$ cat config.mk
export PLATFORM = sky130hd
export DESIGN_NAME = pipemdu
export DESIGN_NICKNAME = d
export VERILOG_FILES = /design/src/rtl/pipemdu.sv
export SDC_FILE = /design/constraint.sdc
export NUM_CORES = 1
export LEC_CHECK = 0
export ABC_AREA = 0
export CAP_MARGIN = 20
export CORE_ASPECT_RATIO = 0.5
export CORE_MARGIN = 2
export CORE_UTILIZATION = 50
export CTS_CLUSTER_DIAMETER = 80
export DETAILED_ROUTE_END_ITERATION = 6
export GPL_TIMING_DRIVEN = 1
export HOLD_SLACK_MARGIN = 0.1
export PLACE_DENSITY = 0.84
export SLEW_MARGIN = 0
export SYNTH_ARGS = -nofsm -noshare
export SYNTH_HDL_FRONTEND = slang
export SYNTH_SLANG_ARGS = --single-unit
export TNS_END_PERCENT = 20
$ cat constraint.sdc
create_clock -name clk -period 7.1 [get_ports clk]
set_clock_uncertainty 0.1 [all_clocks]
set_input_delay 1.42 -clock clk [delete_from_list [all_inputs] [get_ports clk]]
set_output_delay 1.42 -clock clk [all_outputs]
set_load 0.05 [all_outputs]
$ cat src/rtl/pipemdu.sv
// Iterative multiply/divide unit for the EXE stage: 32-step shift-add multiply and restoring divide, HI/LO registers.
// Define MDU_DIV_EN to build the divider datapath and DIV state; without it div/divu behave as no-ops.
module pipemdu (
    input  logic        clk,
    input  logic        clr,
    input  logic [31:0] ea,
    input  logic [31:0] eb,
    input  logic [2:0]  emduop,
    input  logic        estart,
    input  logic        eflush,
    output logic        ebusy,
    output logic [31:0] ehi,
    output logic [31:0] elo
);

`ifdef MDU_DIV_EN
    typedef enum logic [1:0] {S_IDLE, S_MUL, S_DIV, S_FIX} state_t;
`else
    typedef enum logic [1:0] {S_IDLE, S_MUL, S_FIX} state_t;
`endif

    state_t      r_state;
    state_t      w_next;
    logic [31:0] r_hi;
    logic [31:0] r_lo;
    logic [31:0] r_a;
    logic [63:0] r_acc;
    logic [4:0]  r_cnt;
    logic        r_neg;

    logic        w_go;
    logic        w_is_mul;
    logic        w_signed;
    logic        w_sa;
    logic        w_sb;
    logic [31:0] w_mag_a;
    logic [31:0] w_mag_b;
    logic [32:0] w_msum;
    logic [63:0] w_fix;
    logic [31:0] w_fix_hi;
    logic [31:0] w_fix_lo;

    assign w_go     = estart && !eflush && (r_state == S_IDLE);
    assign w_is_mul = (emduop == 3'b001) || (emduop == 3'b010);
    assign w_signed = (emduop == 3'b001) || (emduop == 3'b011);
    assign w_sa     = w_signed && ea[31];
    assign w_sb     = w_signed && eb[31];
    assign w_mag_a  = w_sa ? (32'd0 - ea) : ea;
    assign w_mag_b  = w_sb ? (32'd0 - eb) : eb;

    // Multiply: low half of r_acc holds the remaining multiplier bits, high half accumulates.
    assign w_msum   = {1'b0, r_acc[63:32]} + {1'b0, (r_acc[0] ? r_a : 32'd0)};
    assign w_fix    = r_neg ? (64'd0 - r_acc) : r_acc;

`ifdef MDU_DIV_EN
    logic        w_is_div;
    logic        r_div;
    logic        r_neg_rem;
    logic [32:0] w_dshift;
    logic [31:0] w_dsub;
    logic        w_dge;
    logic [31:0] w_drem;

    assign w_is_div = (emduop == 3'b011) || (emduop == 3'b100);
    // Divide: r_acc = {remainder, dividend/quotient}; the trial difference fits 32 bits whenever it is kept.
    assign w_dshift = {r_acc[63:32], r_acc[31]};
    assign w_dge    = (w_dshift >= {1'b0, r_a});
    assign w_dsub   = w_dshift[31:0] - r_a;
    assign w_drem   = w_dge ? w_dsub : w_dshift[31:0];

    always_comb begin
        w_fix_hi = w_fix[63:32];
        w_fix_lo = w_fix[31:0];
        if (r_div) begin
            w_fix_lo = r_neg     ? (32'd0 - r_acc[31:0])  : r_acc[31:0];
            w_fix_hi = r_neg_rem ? (32'd0 - r_acc[63:32]) : r_acc[63:32];
        end
    end
`else
    assign w_fix_hi = w_fix[63:32];
    assign w_fix_lo = w_fix[31:0];
`endif

    always_ff @(posedge clk or posedge clr) begin
        if (clr) r_state <= S_IDLE;
        else     r_state <= w_next;
    end

    always_comb begin
        w_next = r_state;
        if (eflush) begin
            w_next = S_IDLE;
        end else begin
            case (r_state)
                S_IDLE: begin
                    if (estart && w_is_mul) w_next = S_MUL;
`ifdef MDU_DIV_EN
                    else if (estart && w_is_div) w_next = S_DIV;
`endif
                end
                S_MUL:   if (r_cnt == 5'd31) w_next = S_FIX;
`ifdef MDU_DIV_EN
                S_DIV:   if (r_cnt == 5'd31) w_next = S_FIX;
`endif
                S_FIX:   w_next = S_IDLE;
                default: w_next = S_IDLE;
            endcase
        end
    end

    always_comb begin
        ebusy = (r_state != S_IDLE);
        ehi   = r_hi;
        elo   = r_lo;
    end

    always_ff @(posedge clk or posedge clr) begin
        if (clr) begin
            r_hi  <= '0;
            r_lo  <= '0;
            r_a   <= '0;
            r_acc <= '0;
            r_cnt <= '0;
            r_neg <= 1'b0;
`ifdef MDU_DIV_EN
            r_div     <= 1'b0;
            r_neg_rem <= 1'b0;
`endif
        end else begin
            case (r_state)
                S_IDLE: begin
                    if (w_go) begin
                        r_cnt <= '0;
                        if (w_is_mul) begin
                            r_a   <= w_mag_a;
                            r_acc <= {32'd0, w_mag_b};
                            r_neg <= w_sa ^ w_sb;
`ifdef MDU_DIV_EN
                            r_div <= 1'b0;
                        end else if (w_is_div) begin
                            // Zero divisor keeps the all-ones quotient; remainder sign still restores ea.
                            r_a       <= w_mag_b;
                            r_acc     <= {32'd0, w_mag_a};
                            r_neg     <= (w_sa ^ w_sb) && (eb != 32'd0);
                            r_neg_rem <= w_sa;
                            r_div     <= 1'b1;
`endif
                        end else if (emduop == 3'b101) begin
                            r_hi <= ea;
                        end else if (emduop == 3'b110) begin
                            r_lo <= ea;
                        end
                    end
                end
                S_MUL: begin
                    r_acc <= {w_msum, r_acc[31:1]};
                    r_cnt <= r_cnt + 5'd1;
                end
`ifdef MDU_DIV_EN
                S_DIV: begin
                    r_acc <= {w_drem, r_acc[30:0], w_dge};
                    r_cnt <= r_cnt + 5'd1;
                end
`endif
                S_FIX: begin
                    if (!eflush) begin
                        r_hi <= w_fix_hi;
                        r_lo <= w_fix_lo;
                    end
                end
                default: ;
            endcase
        end
    end

endmodule
======== Yosys cells after proc, flatten, opt, wreduce, memory -nomap -nowiden ========
Cells that the tools add are included.
cells by class
  $add $sub $neg .......................... 5
  equality and inequality tests ........... 17
  mux-type cells .......................... 24
  bitwise operators ....................... 1
  reduce and logical (&&, ||, !) cells .... 18
operators with widths
  cell                                                    count
  two-way mux 32 bit                                      12
  two-way mux 64 bit                                      3
  one-hot mux 32 bit (2 select lines)                     2
  one-hot mux 64 bit (2 select lines)                     1
  subtractor 1 x 32 -> 32 bit (first input constant)      2
  subtractor 1 x 64 -> 64 bit (first input constant)      1
  adder 32 x 32 -> 33 bit                                 1
  inequality test 2 bit (second input constant)           5
  one-hot mux 5 bit (2 select lines)                      1
  equality test 3 x 2 -> 1 bit (second input constant)    2
  equality test 3 bit (second input constant)             2
  two-way mux 2 bit                                       3
  AND reduction 3 bit                                     2
  AND reduction 6 bit                                     1
  nonzero test 2 bit                                      3
  adder 5 x 1 -> 5 bit (second input constant)            1
  equality test 5 bit (second input constant)             1
  logical AND 1 bit                                       5
  two-way mux 5 bit                                       1
  AND reduction 5 bit                                     1
  inequality test 2 x 1 -> 1 bit (second input constant)  2
  one-hot mux 2 bit (2 select lines)                      1
  AND reduction 2 bit                                     2
  equality test 3 x 1 -> 1 bit (second input constant)    1
  other kinds (8)                                         9
storage, ports and cells
  flip-flop bits (word level) ............. 168
  input port bits ......................... 71
  output and inout port bits .............. 65
  word-level logic and storage cells ...... 72

======== Logic depth before layout (Yosys ltp) ========
Gate-level depths: netlist of the first run.
  depth in word-level cells ............... 7
  mapped depth ............................ 13
  depth with buffers taken out ............ 11

======== Worst setup path before layout of the first run ========
Ideal clock, no wire load.
  path type ............................... input to register
  start point ............................. input port ea[0]
  end point ............................... register r_a[29]
  data arrival time ....................... 3580 ps
  setup slack ............................. 3287 ps
  stages on the path ...................... 8
  cell sequence ........................... or3_1 -> or4_1 -> clkbuf_1 -> or4_1 -> o31ai_1 -> nand2_1 -> xnor2_1 -> o21ai_0
on the way
  cells in the longest elaborated chain, start to end .. 2
RTL lines
  element                      line  source
  start: declaration           6     input logic [31:0] ea,
  subtractor 1 x 32 -> 32 bit  48    assign w_mag_a = w_sa ? (32'd0 - ea) : ea;
  two-way mux 32 bit           48
  end signal: assignment       135   r_a <= w_mag_a;
  end: declaration             26    logic [31:0] r_a;
No other way between the ends.
A chain may end at the register's enable or synchronous reset.

======== Worst setup path in the final report of the first run ========
  start point ............................. input port ea[8]
  end point ............................... register r_a[29]
The elaborated chain is that of the path after synthesis.

==> results of run 1 <==
==> routing by layer <==
layer  up-vias  wire, um  global-route usage, %
met3        81      3520                   7.21
li1       5225         -                      -
met1      5477     16400                   43.9
met2       556     16900                   47.9
met5         -         0                      0
met4         0      1020                   9.89
==> critical path, cell delays in order <==
cell and delay, ns:
clkdlybuf4s50_1 0.56, or4_1 0.71, or3_1 0.41, or4_1 0.54, o31ai_1 0.59, nand2_1 0.14
xnor2_1 0.15, o21ai_0 0.17
==> where the power goes <==
group          internal, uW  switching (uW)  total (uW)
registers              1250             420        1670
clock network           493             418         911
logic                   882            1450        2330
==> kinds of logic (layout without fill, tap and decap cells) <==
kind of cell,count (synthesis),in the layout
multiplexers,17,17
AO/OA/AOI/OAI,440,440
AND/OR/NAND/NOR,494,494
adder cells (fa/ha/maj),38,38
XOR/XNOR,133,133
flip-flops,168,168
buffers and inverters,118,212
==> layout make-up <==
type	instances	area [sq um]
fillers	1980	9030
multi-input cells	1122	7020
flip-flops and latches	168	4210
repair buffers	153	1520
clock buffers	18	439
well taps	307	384
clock inverters	14	126
inverters	27	106
==> sequential cells by signal, indices dropped and copies added, names as in the netlist <==
signal and flops:
r_cnt 5, r_a 32, r_acc 64, ehi 32, r_state 2, r_neg 1, elo 32
==> metrics by stage <==
stage	cells	setup slack [ns]	area [sq um]	total power, uW
after detailed placement	1772	2.29	13200	3940
after global routing	1809	2.58	13800	5200
after global placement	1772	2.35	13200	3870
final	1809	2.66	13800	4910
after floorplan	1408	1.03	11600	3170
after CTS	1804	2.73	13700	4860
==> cells in the mapped netlist (6+ instances only) <==
library cell	number
nor2b_1	11
o41ai_1	18
dfrtp_1	168
and3_1	8
nand2b_1	10
or4_1	14
and2_1	37
nor2_1	119
nand4_1	15
xnor2_1	74
a211oi_1	9
nor4_1	9
o211ai_1	9
nor3b_1	6
a21o_1	8
a21oi_1	94
o31ai_1	61
a221oi_1	9
inv_1	27
nand2_1	177
clkbuf_1	88
or2_2	7
a22oi_1	10
xor2_1	59
or3_1	25
mux2i_1	16
o21a_1	7
nor3_1	24
a31oi_1	11
o21ai_0	158
ha_1	37
nand3_1	20
==> worst max-delay path by stage <==
stage          startpoint       to
2_1_floorplan         clr   ehi[0]
3_3_place_gp        ea[8]  r_a[29]
3_5_place_dp        ea[8]  r_a[29]
4_1_cts             ea[8]  r_a[29]
5_1_grt             ea[0]  r_a[30]
6_report            ea[8]  r_a[29]
==> reports/qor.yml, run 1 <==
global_routing:
  grt_pass1_wl_um: 59800
  grt_pass1_vias: 11000
  grtUsageTotal_pct: 31.2
  grt_start_max_net_pins: 110
  antenna_found_initial: 0
  overflow: 0
die:
  die_w_um: 220
  num_rows: 39
  die_area_sq_um: 24600
  initial_core_util_pct: 51.0
  design.core.area_sq_um: 22800
  die_h_um: 112
  io_pins: 136
clock_network:
  clkTransAtPathRegs_ns: 0.07
  cts_inserted_buffers: 17
  postCtsSetupBuffers: 0
  root_buffer: "clkbuf_16"
  post_cts_resized: 0
  cts_sinks: 168
  cts_tree: "done"
  clock_latency_ns: 0.44
  cts_buffer_depth: 2
  htree_levels: 4
  ctsHoldBuffers: 0
synthesis:
  synthMuxAreaShare_pct: 1.47
  synth-edff-count: 0
  yosysTopAreaCellShare_pct: 36.1
  synthArstFlopShare_pct: 100
  yosys_most_used_dff: "dfrtp_1"
  synth_compound_area_share_pct: 23.8
  synth_cell_types: 69
  syn-instance-count: 1408
  synth_top_family_by_area: "compound AO/OA/AOI/OAI gates"
  synthAdderAreaFrac_pct: 4.15
  synthTopCellsByArea: "dfrtp_1, o21ai_0, nand2_1"
  syn-num-nets: 1517
  synthSimpleGateAreaFrac_pct: 20.5
  synth_top_cell_by_area: "dfrtp_1"
  syn_avg_cell_area_sq_um: 8.27
  yosys_warnings: 0
  netlist_area_sq_um: 11600
  seq_area_frac_synth_pct: 36.1
  synth_xor_area_share_pct: 10.0
  ys_seq_elements: 168
cells_and_area:
  drive_gt1_share_pct: 5.19
  synthToLayoutAreaGrowth_pct: 18.6
  utilization_pct: 60.4
  final_common_cell: "nand2_1"
  insertedDiodeCount: 0
  layout_common_cells: "nand2_1, dfrtp_1, o21ai_0"
  fin_nets: 1598
worst_setup_path:
  worstRegToRegCells: 12
  crit_path_start_kind: "input port"
  rr_endpoint: "r_acc[59]"
  required_ns: 7.36
  criticalPathCategory: "input port to flop"
  timing.rr.start: "r_acc[0]"
  cp_max_fo: 5
  reg2reg_slack_ns: 3.33
  worstPathArrival_ns: 4.70
  crit_path_end_kind: "flop"
sta:
  rsz0062_at_grt: "no"
  fmax_mhz: 225
  slew_violations: 0
  tightest_slew_ns: 1.03
  relSlewSlack_pct: 30.8
  setup_viol: 0
  hold_violations: 0
  holdWs_ns: 0.380
  period_minus_slack_ns: 4.44
  finalCritPeriodShare_pct: 62.6
  tns_ns: 0
pwr:
  ir_drop_mv: 0.210
  power_density_nw_per_um2: 356
  leakagePower_uw: 0.00560
worst_hold_path:
  min_path_cells: 2
  hp-class: "flop to flop"
  hold_end: "elo[25]"
  hp-start: "elo[25]"
drt:
  wire_per_inst_um: 20.9
  routed_via_density: 6.27
  postRouteAntennaNets: 0
  drtIter0Drc: 1226
  drt_pass1_iterations: 7
  wl_um: 37800
  vias: 11300
  drc_errors: 0
run:
  max_cap_viol_count: 0
placed_design:
  port_buffers: 135
  routabilityCongestion: 0.971
  hpwl_um: 28400
status:
  status: "complete, no violations"
(Power assumes the default switching activity.)
==> run 2: changes to the inputs <==
--- a/config.mk
+++ b/config.mk
@@ -14,7 +14,7 @@
 export DETAILED_ROUTE_END_ITERATION = 6
 export GPL_TIMING_DRIVEN = 1
 export HOLD_SLACK_MARGIN = 0.1
-export PLACE_DENSITY = 0.84
+export PLACE_DENSITY = 0.86
 export SLEW_MARGIN = 0
 export SYNTH_ARGS = -nofsm -noshare
 export SYNTH_HDL_FRONTEND = slang
==> constraint.sdc (replaced) <==
create_clock -name clk -period 3.7 [get_ports clk]
set_clock_uncertainty 0.1 [all_clocks]
set_input_delay 0.74 -clock clk [delete_from_list [all_inputs] [get_ports clk]]
set_output_delay 0.74 -clock clk [all_outputs]
set_load 0.05 [all_outputs]
==> run 2 against run 1 <==
  * Die area did not move
  * First-iteration DRC count up 22%
  * Worst setup slack got worse by 2.4 ns
  * Clock power rose by 110%
  * Worst hold slack about the same
  * Wire length rose by 4.3%
  * Count of clock-buffer cells in the layout is 5 higher
  * Critical path depth grew 3
  * Combinational power is 100% higher
  * Sequential cell count unchanged
  * Power up 99%
==> reports/qor.yml, run 2 (same netlist as run 1, synthesis figures left out) <==
status:
  status: "complete, no violations"
clock_network:
  cts_tree: "done"
  clock_latency_ns: 0.45
  clkTransAtPathRegs_ns: 0.07
  cts_buffer_depth: 2
  ctsHoldBuffers: 0
  root_buffer: "clkbuf_16"
  postCtsSetupBuffers: 0
  htree_levels: 4
  post_cts_resized: 0
  cts_sinks: 168
  cts_inserted_buffers: 17
sta:
  relSlewSlack_pct: 32.3
  setup_viol: 0
  setup_ws_ns: 0.239
  holdWs_ns: 0.379
  fmax_mhz: 289
  slew_violations: 0
  rsz0062_at_grt: "no"
  period_minus_slack_ns: 3.46
  hold_violations: 0
  tightest_slew_ns: 1.01
  finalCritPeriodShare_pct: 93.5
  tns_ns: 0
worst_hold_path:
  hp-class: "flop to flop"
drt:
  postRouteAntennaNets: 0
  vias: 11700
  drt_pass1_iterations: 6
  routed_via_density: 6.29
  wire_per_inst_um: 21.3
  drc_errors: 0
  wl_um: 39400
  drtIter0Drc: 1492
global_routing:
  overflow: 0
  grt_pass1_vias: 11300
  grtUsageTotal_pct: 32.5
  grt_start_max_net_pins: 91
  antenna_found_initial: 2
  grt_pass1_wl_um: 61600
pwr:
  seqPwrFrac_pct: 32.1
  power.total_uw: 9780
  power_density_nw_per_um2: 688
  leakagePower_uw: 0.00584
  intPower_uw: 5330
  ir_drop_mv: 0.327
  combPwrFrac_pct: 48.1
  clkPwrFrac_pct: 19.8
  p_switching_uw: 4450
  swShare_pct: 45.5
cells_and_area:
  synthToLayoutAreaGrowth_pct: 22.2
  fin_nets: 1641
  final_common_cell: "nand2_1"
  layout_common_cells: "nand2_1, dfrtp_1, o21ai_0"
  drive_gt1_share_pct: 7.70
  regMostFlops: "r_acc"
  largest_register_ffs: 64
placed_design:
  hpwl_um: 29900
  port_buffers: 135
  routabilityCongestion: 1.01
  dp_slack_ns: 0.00638
worst_setup_path:
  crit_path_end_kind: "flop"
  cp_max_fo: 14
  required_ns: 3.95
  crit_path_start_kind: "flop"
  worstPathArrival_ns: 3.71
  criticalPathCategory: "flop to flop"
die:
  initial_core_util_pct: 51.0
  die_h_um: 112
  io_pins: 136
  design.core.area_sq_um: 22800
  num_rows: 39
  die_area_sq_um: 24600
  die_w_um: 220
run:
  max_cap_viol_count: 0
==> run 2: changes by cell type in the layout (fill, tap and decap cells not counted), sizes merged <==
cell and delta:
buf +46, bufinv +3, dlymetal6s2s -1, clkinv -2, clkbuf +3, inv -3, clkinvlp -3, diode +2
==> run 2: path summary, 6_finish.rpt <==
kind / endpoint / startpoint / slack (ns) / cells after the start
worst max-delay path: r_acc[59] / r_acc[0] / 0.24 / 11
worst min-delay path: r_a[9] / r_a[9] / 0.38 / 2
worst max register to register: r_acc[59] / r_acc[0] / 0.24 / 11
worst min register to register: r_a[9] / r_a[9] / 0.38 / 2
max in group asynchronous: r_acc[57] / clr / 2.19 / 3
min in group asynchronous: ehi[4] / clr / 0.61 / 2
==> run 2: power groups by stage <==
stage	registers, uW	logic (uW)	clock network, uW
2_1_floorplan	3400	2680	0
3_3_place_gp	3100	4440	0
3_5_place_dp	3130	4570	0
4_1_cts	3110	4610	1930
5_1_grt	3190	5080	2010
6_report	3140	4700	1930
==> run 2: metal layers <==
layer	wire (um)	GRT usage [%]	vias up	share of wire (%)
li1	-	-	5319	-
met1	16300	44.4	5610	41
met2	17800	49.8	630	45
met3	3830	7.35	108	9.7
met4	1500	14.0	0	3.8
met5	0	0	-	0
==> run 2: layout make-up <==
type,instances,area (sq um)
Multi-Input combinational cell,1122,7030
Clock inverter,9,148
Timing Repair Buffer,196,1870
Clock buffer,23,468
Inverter,27,105
Sequential cell,168,4210
Antenna cell,2,5.00
Tap cell,307,384
Fill cell,1906,8620
==> run 2: per-stage QoR <==
stage,std cells,cell area (sq um),util (%)
3_3_place_gp,1820,13600,59.5
3_5_place_dp,1820,13600,59.5
2_1_floorplan,1408,11600,-
4_1_cts,1852,14200,62.2
5_1_grt,1852,14200,62.2
6_report,1854,14200,62.3
==> run 2: worst max-delay path: stages, from the launching register on <==
cell and delay (ns):
dfrtp_1 0.40, buf_4 0.19, and2_1 0.17, ha_1 0.37, nand2_1 0.13, o21ai_0 0.38
o21ai_0 0.39, a2111oi_0 0.48, buf_4 0.20, o21ai_0 0.13, nor3b_1 0.18, o31ai_1 0.24
==> run 3: changes to the inputs <==
--- a/config.mk
+++ b/config.mk
@@ -9,12 +9,12 @@
 export CAP_MARGIN = 20
 export CORE_ASPECT_RATIO = 0.5
 export CORE_MARGIN = 2
-export CORE_UTILIZATION = 50
+export CORE_UTILIZATION = 39
 export CTS_CLUSTER_DIAMETER = 80
 export DETAILED_ROUTE_END_ITERATION = 6
 export GPL_TIMING_DRIVEN = 1
 export HOLD_SLACK_MARGIN = 0.1
-export PLACE_DENSITY = 0.86
+export PLACE_DENSITY = 0.72
 export SLEW_MARGIN = 0
 export SYNTH_ARGS = -nofsm -noshare
 export SYNTH_HDL_FRONTEND = slang
==> run 3 against run 2 <==
  * Critical path depth stayed put
  * Maximum frequency is 1.4% higher
  * Design area is 1.6% higher
  * Core utilization is 13 points lower
  * Highest routed layer is now met5
  * Clock power is 5% higher
  * Sequential share of layout area is 0.46 points lower
  * First-iteration DRC count is 22% lower
  * Worst setup slack better by 0.047 ns
  * Count of clock-buffer cells in the layout is 2 lower
  * Die area is 27% higher
  * Final cell count is 4.8% higher
  * Power is 0.77% lower
==> reports/qor.yml, run 3 (same netlist as run 1, synthesis figures left out) <==
status:
  status: "complete, no violations"
drt:
  drc_errors: 0
  drtIter0Drc: 1170
  vias: 11500
  routed_via_density: 5.91
  wire_per_inst_um: 19.9
  wl_um: 38600
  postRouteAntennaNets: 0
  drt_pass1_iterations: 5
worst_setup_path:
  worst-path-buf-inv: 2
  required_ns: 3.95
  cp_max_fo: 6
  crit_path_end_kind: "flop"
  cpMostUsedCell: "o21ai_0"
  worstPathArrival_ns: 3.66
  critPathTopFamily: "compound AO/OA/AOI/OAI gates"
  crit_slowest_cell: "a2111oi_1"
  crit_path_start_kind: "flop"
  criticalPathCategory: "flop to flop"
  worstPathCellList: "ha_1, inv_1, fa_1, nand2b_1, a211oi_2, o21ai_0, a2111oi_1, buf_4, o21ai_0, nor3b_1, o31ai_1"
  max_stage_delay_ns: 0.55
sta:
  fmax_mhz: 293
  hold_violations: 0
  rsz0062_at_grt: "no"
  tightest_slew_ns: 0.954
  period_minus_slack_ns: 3.41
  relSlewSlack_pct: 36.2
  slew_violations: 0
  setup_viol: 0
  holdWs_ns: 0.376
  finalCritPeriodShare_pct: 92.3
cells_and_area:
  multi_input_area_sq_um: 7040
  synthToLayoutAreaGrowth_pct: 24.1
  register_area_sq_um: 4210
  largest_register_ffs: 64
  regMostFlops: "r_acc"
  fin_nets: 1648
  drive_gt1_share_pct: 8.25
  layout_common_cells: "nand2_1, dfrtp_1, o21ai_0"
  fin_area_sq_um: 14400
  fill_cells: 2729
  final_common_cell: "nand2_1"
  insertedDiodeCount: 0
  utilization_pct: 49.5
global_routing:
  met2_usage_pct: 38.4
  grt_pass1_vias: 10700
  grt_start_max_net_pins: 73
  overflow: 0
  top_usage_layer: "met2"
  antenna_found_initial: 1
  grtUsageTotal_pct: 25.0
  use_met3_pct: 4.99
  use_met1_pct: 34.8
  grt_pass1_wl_um: 60700
clock_network:
  root_buffer: "clkbuf_16"
  clkTransAtPathRegs_ns: 0.07
  cts_inserted_buffers: 17
  ctsHoldBuffers: 0
  htree_levels: 4
  cts_sinks: 168
  postCtsSetupBuffers: 0
  post_cts_resized: 0
  cts_buffer_depth: 2
  cts_tree: "done"
  clock_latency_ns: 0.45
placed_design:
  routabilityCongestion: 0.961
  hpwl_um: 29400
  port_buffers: 135
  place_area_sq_um: 13800
pwr:
  ir_drop_mv: 0.336
  power_density_nw_per_um2: 672
  leakagePower_uw: 0.00589
die:
  die_area_sq_um: 31300
  num_rows: 44
  design.core.area_sq_um: 29200
  io_pins: 136
  die_w_um: 248
  die_h_um: 126
  initial_core_util_pct: 39.9
run:
  max_cap_viol_count: 0
worst_hold_path:
  hp-class: "flop to flop"
## run 3: cell count changes in the layout (fill, tap and decap cells not counted), sizes merged
| cell | delta |
|---|---|
| clkinvlp | +2 |
| diode | -2 |
| clkbuf | -2 |
| clkinv | -1 |
| buf | +7 |
| bufinv | +1 |
## run 3: worst paths after layout
kind | from | to | depth (start not counted) | slack [ns]
max | r_acc[32] | r_acc[59] | 11 | 0.29
min | r_cnt[3] | r_cnt[3] | 1 | 0.38
max reg2reg | r_acc[32] | r_acc[59] | 11 | 0.29
min reg2reg | r_cnt[3] | r_cnt[3] | 1 | 0.38
max in group asynchronous | clr | r_a[8] | 3 | 2.22
min in group asynchronous | clr | elo[5] | 2 | 0.60
## run 3: stage by stage
| step | worst slack [ns] | total power (uW) | TNS, ns | cells |
|---|---|---|---|---|
| after floorplan | 0.245 | 6090 | 0 | 1408 |
| after global placement | 0.0462 | 7490 | 0 | 1911 |
| after detailed placement | -0.00272 | 7560 | -0.00272 | 1911 |
| after CTS | 0.0747 | 9620 | 0 | 1943 |
| after global routing | 0.0659 | 10200 | 0 | 1943 |
| final | 0.287 | 9700 | 0 | 1943 |
## run 3: layer usage
metal | routed length, um | share of wire [%]
met5 | 13 | 0.034
met4 | 1200 | 3.1
met3 | 3230 | 8.4
met2 | 17200 | 45
met1 | 17000 | 44
## run 3: worst register-to-register path: cells and delay by family, from the launching register on
family,cells,cell delay [ns]
AOI/OAI and AO/OA,5,1.52
adders and majority gates,2,0.59
buffers and inverters,2,0.27
DFF,1,0.46
and+or+nand+nor,2,0.40
## run 3: area by class of cell
type                       count  share of cell area (%)
timing repair buffer         203                    13.5
inverter                      27                   0.728
multi-input combinational   1122                    48.7
tap                          391                    3.39
clock inverter                11                    1.35
clock buffer                  21                    3.19
sequential                   168                    29.1
## run 3: power by group
part,internal [uW],total (uW),switching (uW)
Combinational,1770,4480,2710
Clock,1240,2030,794
Sequential,2390,3190,797
Total,5400,9700,4300
